==> config.mk <==
export PLATFORM = sky130hd
export DESIGN_NAME = clkdiv_multi
export DESIGN_NICKNAME = d
export VERILOG_FILES = /design/src/rtl/clkdiv_multi.sv
export SDC_FILE = /design/constraint.sdc
export NUM_CORES = 1
export LEC_CHECK = 0
export CAP_MARGIN = 20
export CORE_MARGIN = 2
export CORE_UTILIZATION = 55
export DETAILED_ROUTE_END_ITERATION = 10
export GPL_TIMING_DRIVEN = 0
export PLACE_DENSITY = 0.75
export SLEW_MARGIN = 20
export SYNTH_ARGS = -nofsm -noshare
export SYNTH_HDL_FRONTEND = slang
export SYNTH_SLANG_ARGS = --single-unit
==> constraint.sdc <==
create_clock -name iclk -period 3.4 [get_ports iclk]
set_input_delay 0.68 -clock iclk [delete_from_list [all_inputs] [get_ports iclk]]
set_output_delay 0.68 -clock iclk [all_outputs]
set_load 0.02 [all_outputs]
==> src/rtl/clkdiv_multi.sv <==
// clkdiv_multi
// Multi-channel, runtime-programmable clock divider. Steps the board clock
// down to CHANNELS independent square waves. Each channel has its own
// loadable half-period and run enable. Each channel also emits a one-cycle
// tick for logic that stays in the iclk domain.
//
// Optional feature macro: CLKDIV_SYNC_EN. When it is defined, the sync input
// is added. Holding sync high restarts every channel phase-aligned.
//
// Parameters
//   CHANNELS      number of divider channels (1..16)
//   CW            counter / half-period width
//   DEFAULT_HALF  half-period loaded into every channel at reset
//
// Ports
//   iclk     in   system clock, all state registered on its rising edge
//   rst      in   synchronous active-high reset
//   en       in   per-channel run enable; low freezes the channel
//   wr_en    in   single-cycle write strobe for a new half-period
//   wr_chan  in   target channel of the write
//   wr_half  in   new half-period in iclk cycles (0 is rejected)
//   sync     in   (CLKDIV_SYNC_EN only) restart all channels
//   wr_err   out  one-cycle pulse, the cycle after a rejected write
//   oclk     out  divided square waves, registered
//   tick     out  high in exactly the cycle the matching oclk bit becomes 1
module clkdiv_multi #(
  parameter int CHANNELS     = 4,
  parameter int CW           = 32,
  parameter int DEFAULT_HALF = 12500000,
  localparam int WCW         = (CHANNELS > 1) ? $clog2(CHANNELS) : 1
) (
  input  logic                iclk,
  input  logic                rst,
  input  logic [CHANNELS-1:0] en,
  input  logic                wr_en,
  input  logic [WCW-1:0]      wr_chan,
  input  logic [CW-1:0]       wr_half,
`ifdef CLKDIV_SYNC_EN
  input  logic                sync,
`endif
  output logic                wr_err,
  output logic [CHANNELS-1:0] oclk,
  output logic [CHANNELS-1:0] tick
);

  localparam logic [CW-1:0] RESET_HALF = CW'(DEFAULT_HALF);
  localparam logic [31:0]   NCH        = 32'(CHANNELS);

  logic [31:0] chan_ext;
  logic        wr_ok;
  logic        wr_bad;

  // The channel field can encode codes beyond CHANNELS when CHANNELS is not
  // a power of two. Those codes, and a zero half-period, are rejected.
  assign chan_ext = 32'(wr_chan);
  assign wr_ok    = wr_en && (wr_half != '0) && (chan_ext < NCH);
  assign wr_bad   = wr_en && !((wr_half != '0) && (chan_ext < NCH));

  // Rejection flag. It is registered, so it pulses one cycle after the bad strobe.
  always_ff @(posedge iclk) begin
    if (rst) begin
      wr_err <= 1'b0;
    end else begin
      wr_err <= wr_bad;
    end
  end

  for (genvar g = 0; g < CHANNELS; g++) begin : g_chan
    logic [CW-1:0] count;
    logic [CW-1:0] active_half;
    logic [CW-1:0] shadow_half;
    logic          oclk_q;
    logic          tick_q;
    logic          hit;
    logic          boundary;

    assign hit      = wr_ok && (chan_ext == 32'(g));
    assign boundary = (count == active_half - CW'(1));
    assign oclk[g]  = oclk_q;
    assign tick[g]  = tick_q;

    // Per-channel divider. A write to a running channel only updates the
    // shadow copy, so the half-period in flight is never cut short. The
    // exception is a write that lands on the boundary itself: that write is
    // forwarded straight into active_half. A write to a stopped channel
    // takes effect at once and rewinds the count. Re-enabling the channel
    // then gives a full new half-period before the first toggle.
    always_ff @(posedge iclk) begin
      if (rst) begin
        count       <= '0;
        active_half <= RESET_HALF;
        shadow_half <= RESET_HALF;
        oclk_q      <= 1'b0;
        tick_q      <= 1'b0;
      end
`ifdef CLKDIV_SYNC_EN
      else if (sync) begin
        count       <= '0;
        oclk_q      <= 1'b0;
        tick_q      <= 1'b0;
        active_half <= shadow_half;
      end
`endif
      else begin
        tick_q <= 1'b0;
        if (hit && !en[g]) begin
          active_half <= wr_half;
          shadow_half <= wr_half;
          count       <= '0;
        end else begin
          if (hit) begin
            shadow_half <= wr_half;
          end
          if (en[g]) begin
            if (boundary) begin
              count       <= '0;
              oclk_q      <= ~oclk_q;
              tick_q      <= ~oclk_q;
              active_half <= hit ? wr_half : shadow_half;
            end else begin
              count <= count + CW'(1);
            end
          end
        end
      end
    end
  end

endmodule
== Word level (Yosys, flattened, before mapping) ==
Cells that the tools add are included.

* Bits of input ports: 41
* Bits in registers: 393
* Output and inout bits: 9

* Multiplexer cells: 24
* Bitwise logic cells: 16
* Add/sub/neg operators: 8
* Reduce and logical (&&, ||, !) cells: 43
* Order comparisons: 1
* Eq/ne operators: 7

{| class="wikitable"
|+ Operators by type and width
! operator !! number
|-
| $mux 32 || 24
|-
| $add 32x1->32 const B || 4
|-
| $eq 32x32->1 || 4
|-
| $sub 32x1->32 const B || 4
|-
| $logic_not 32->1 || 1
|-
| $reduce_bool 32->1 || 1
|-
| $not 1->1 || 16
|-
| $reduce_bool 2->1 || 8
|-
| $reduce_or 4->1 || 4
|-
| $logic_and 1x1->1 || 12
|-
| $reduce_and 3->1 || 4
|-
| $reduce_and 2->1 || 4
|-
| $reduce_or 2->1 || 4
|-
| $logic_not 1->1 || 5
|-
| $eq 2x2->1 const B || 2
|-
| $lt 2x3->1 const B || 1
|-
| $eq 2x1->1 const B || 1
|}

== Longest topological paths before layout ==
* Word-level depth: 8
* Mapped depth: 14
* Depth with buffers taken out: 10

== Worst setup path after synthesis ==
No wires, ideal clock.

* Path type: flip-flop to flip-flop
* From: reg g_chan[2].active_half[0]
* To: reg g_chan[2].count[1]
* Stages on the path, launching flop included: 15
* Library setup time: 0.132 ns
* Data arrival time: 3.326 ns
* Slack: -0.058 ns
* Cell sequence: dfxtp_1 clkbuf_1 inv_1 ha_1 or4b_1 nor4_4 nand2_1 and4bb_2 nor2_1 or3b_1 buf_2 buf_2 buf_2 o311ai_0 a21oi_1

* Longest elaborated chain between the ends: 3

{| class="wikitable"
|+ Ends and longest elaborated chain
! what !! RTL line !! text
|-
| start: declaration || 70 || <nowiki>logic [CW-1:0] active_half;</nowiki>
|-
| start signal: assignment || 107 || <nowiki>active_half <= wr_half;</nowiki>
|-
| start signal: assignment || 119 || <nowiki>active_half <= hit ? wr_half : shadow_half;</nowiki>
|-
| $sub 32x1->32 || 78 || <nowiki>assign boundary = (count == active_half - CW'(1));</nowiki>
|-
| $eq 32x32->1 || 78 ||
|-
| $mux 32 || 115 || <nowiki>if (boundary) begin</nowiki>
|-
| end signal: assignment || 121 || <nowiki>count <= count + CW'(1);</nowiki>
|-
| end: declaration || 69 || <nowiki>logic [CW-1:0] count;</nowiki>
|}

Every way passes these cells.
A chain may end at the register's enable or synchronous reset.

== Worst setup path after layout ==
* From: reg g_chan[2].active_half[1]
* To: reg g_chan[2].active_half[1]

* Longest elaborated chain between the ends: 4

{| class="wikitable"
|+ Ends and longest elaborated chain
! what !! RTL line
|-
| $sub 32x1->32 || 78
|-
| $eq 32x32->1 || 78
|-
| $reduce_bool 2->1 (no line) || n/a
|-
| $reduce_and 2->1 (no line) || n/a
|}

Every way passes these cells.

==> results_dict.tcl <==
set metrics [dict create \
    finalCriticalPeriod_ps 3375 \
    setup_tns_ps 0 \
    synth_area_sq_um 20830 \
    max_cap_violations 0 \
    flow.area_growth_from_synthesis_pct 19.48 \
    antenna_found_initial 1 \
    crit_slowest_cell "or4b_4" \
    synth_ff_type "dfxtp_1" \
    critical-path-top-cell-by-count "buf_4" \
    synth-async-reset-ratio_pct 0 \
    worstPathMaxFanout 5 \
    critical-path-top-delay-family "simple AND/OR/NAND/NOR gates" \
    synth_warn 0 \
    drcViolationCount 0 \
    tritoncts "yes" \
    initial_core_util_pct 55.56 \
    arrival_ps 3850 \
    finalWorstSetupSlack_ps 25.39 \
    final_critical_path_share_of_the_clock_period_pct 99.25 \
    synth_top_area_share_pct 37.77 \
    final-hold-violation-count 0 \
    global_route_wire_length_before_repair_um 98450 \
    worst_min_delay_path_class "reg2reg" \
    route.vias.total 19780 \
    htree_levels 2 \
    setup.worst_path.start_class "flip-flop" \
    post_synth.cell_area_avg_sq_um 8.164 \
    timing.slew.headroom_pct 34.47 \
    gr-total-overflow 0 \
    total_wire_length_um 62980 \
    die_h_um 198.6 \
    p_leak_uw 0.009343 \
    clockBufferDepth 3 \
    gp_congestion 0.9510 \
    maximum_vdd_drop_v 0.0003462 \
    numCtsBuffers 42 \
    synth_top_area_cell "dfxtp_1" \
    cts_root_buf "clkbuf_16" \
    clock_transition_at_the_registers_of_the_reported_paths_ps 70 \
    yosysSeqAreaShare_pct 37.77 \
    worst-setup-path-type "reg2reg" \
    layout.nets 2727 \
    numPortBuffers 46 \
    drv_slew 0 \
    clkLatencyLatePin_ps 580 \
    diodes 0 \
    via_count_of_the_first_global_routing_pass 18590 \
    setup_violation_total_in_the_final_timing_report 0 \
    timing.critical_path.required_ps 3880 \
    first_iter_violations 1855 \
    timing.fmax_mhz 296.3 \
    placement_rows 71 \
    core-area_sq_um 37490 \
    final-instance-count-excl-fill 3222 \
    layout.core_utilization_pct 66.38 \
    crit_path_cell_trace "inv_4 -> ha_4 -> or4b_4 -> nor4_4 -> buf_4 -> nor4b_4 -> buf_4 -> nor2_2 -> nor4_4 -> buf_4 -> nand4_4 -> buf_6 -> or4_1 -> o311ai_2" \
    drt_first_pass_iters 5 \
    post_synth_num_cell_types 95 \
    hpwl_um 44900 \
    drt.antenna.violating_nets 0 \
    die_area_sq_um 39440 \
    pre_cts_ws_ps -1051 \
    synth_enable_flop_cells 0 \
    ys_ff_latch 393 \
    post_synth_main_area_contributors "dfxtp_1 38%, nand2_1 6.1%, xnor2_1 5.9%, xor2_1 5.7%, nor4_1 4.2%" \
    netlist_instances 2551 \
    synth_fp_nets 2600 \
    post_placement_cell_count 3108 \
    critical_path.max_stage_delay_ps 510 \
    critPathBufInv 5 \
    clkSinkCount 393 \
    end_kind "flip-flop" \
    ports_placed_on_the_boundary 50 \
    layout-drive-gt1-share_pct 13.24 \
    outcome "finished clean" \
    die_w_um 198.6 \
    grt_setup_unrepaired "true" \
    routedWlPerCell_um 19.55 \
    grtUsageTotal_pct 31.20 \
    routed_via_density 6.139 \
    cellPowerDensity_nw_per_um2 428.1 \
    worst-slew-pin-transition_ps 975.4 \
    final_layout_worst_hold_slack_ps 466.3 \
    grt_max_degree 15 \
    fin_worst_skew_ps 19.65 \
]
[area by class of cell]
class / instances / area, sq um
well taps: 511 / 639.4
plain buffers: 167 / 897.1
fillers: 3118 / 12600
inverters: 82 / 312.8
flip-flops and latches: 393 / 7898
clock buffers: 57 / 1251
multi-input cells: 1893 / 12780
clock inverters: 20 / 215.2
repair buffers: 99 / 894.6
[timing repair]
| action | 4_1_cts | 5_1_grt |
|---|---|---|
| gates cloned | 1 | 2 |
| gates resized for setup | 108 | 169 |
| setup buffers | 24 | 27 |
| pin swaps | 18 | 50 |
| hold buffers | 0 | 0 |
| setup endpoints to repair | 293 | 288 |
[synthesized netlist by cell type, drive strengths merged (29+ instances only)]
library cell / instances
clkbuf: 134
nand3: 97
or4: 43
xor2: 136
and3: 32
nor3: 68
nand2: 338
or3: 30
nor4: 149
dfxtp: 393
and4: 29
xnor2: 140
a21oi: 131
nand4: 73
inv: 81
nor2: 225
buf: 50
mux2i: 41
[metal layers]
| layer | vias up | track usage [%] | wire length [um] | share of wire (%) |
|---|---|---|---|---|
| li1 | 9386 | - | - | - |
| met1 | 9382 | 41.58 | 26850 | 43 |
| met2 | 839 | 51.48 | 28910 | 46 |
| met3 | 173 | 4.391 | 5024 | 8.0 |
| met4 | 0 | 11.42 | 2198 | 3.5 |
| met5 | - | 0 | 0 | 0 |
[tightest hold or removal path: stages (launching register included)]
cell and delay [ps]:
dfxtp_1 300, nand2_1 50, a21oi_1 70
[stage by stage]
| step | power, uW | instance area, sq um |
|---|---|---|
| 2_1_floorplan | 5461 | 20830 |
| 3_3_place_gp | 5755 | 21930 |
| 3_5_place_dp | 5779 | 21930 |
| 4_1_cts | 10630 | 24010 |
| 5_1_grt | 10980 | 24880 |
| 6_report | 10650 | 24880 |
[cells by family (layout without fill, tap and decap cells)]
| family | after synthesis | after routing | share of synthesized area (%) |
|---|---|---|---|
| and+or+nand+nor | 1166 | 1167 | 29.17 |
| AOI/OAI and AO/OA | 398 | 398 | 13.52 |
| DFF | 393 | 393 | 37.77 |
| xor gates and xnor gates | 276 | 276 | 11.61 |
| buffers and inverters | 266 | 425 | 5.323 |
| muxes | 44 | 44 | 2.133 |
| adders and majority gates | 8 | 8 | 0.4806 |
[state kept, by name (all words and copies together) (netlist names)]
register and count:
g_chan.active_half 128, g_chan.count 128, g_chan.oclk_q 4, g_chan.shadow_half 128, g_chan.tick_q 4, wr_err 1
[cells in the final DEF (no fill, tap or decap), types with 70 or more instances in the layout]
cell type,synthesis,routed
nand3_1,97,97
clkbuf_1,133,102
nor2_1,225,224
xor2_1,136,136
xnor2_1,140,138
inv_1,81,79
nand2_1,338,337
nand4_1,70,70
dfxtp_1,393,379
nor4_1,141,107
a21oi_1,131,130
[worst paths after layout]
| kind | to | start | slack, ps | cells past startpoint |
|---|---|---|---|---|
| worst min-delay path | g_chan[0].shadow_half[30]$_SDFF_PP0_ | g_chan[0].shadow_half[30]$_SDFF_PP0_ | 470 | 2 |
| worst min register to register | g_chan[0].shadow_half[30]$_SDFF_PP0_ | g_chan[0].shadow_half[30]$_SDFF_PP0_ | 470 | 2 |
| worst max register to register | g_chan[2].active_half[1]$_SDFFE_PP0P_ | g_chan[2].active_half[1]$_SDFFE_PP0P_ | 30 | 14 |
| worst max-delay path | g_chan[2].active_half[1]$_SDFFE_PP0P_ | g_chan[2].active_half[1]$_SDFFE_PP0P_ | 30 | 14 |
[report_power, final]
part | internal (uW) | total, uW | switching [uW] | leakage (uW)
sequential | 4720 | 4850 | 125 | 0.00319
combinational | 358 | 955 | 597 | 0.00543
clock | 2890 | 4850 | 1960 | 0.000725
Note: power is estimated with default switching activity, not from simulation.
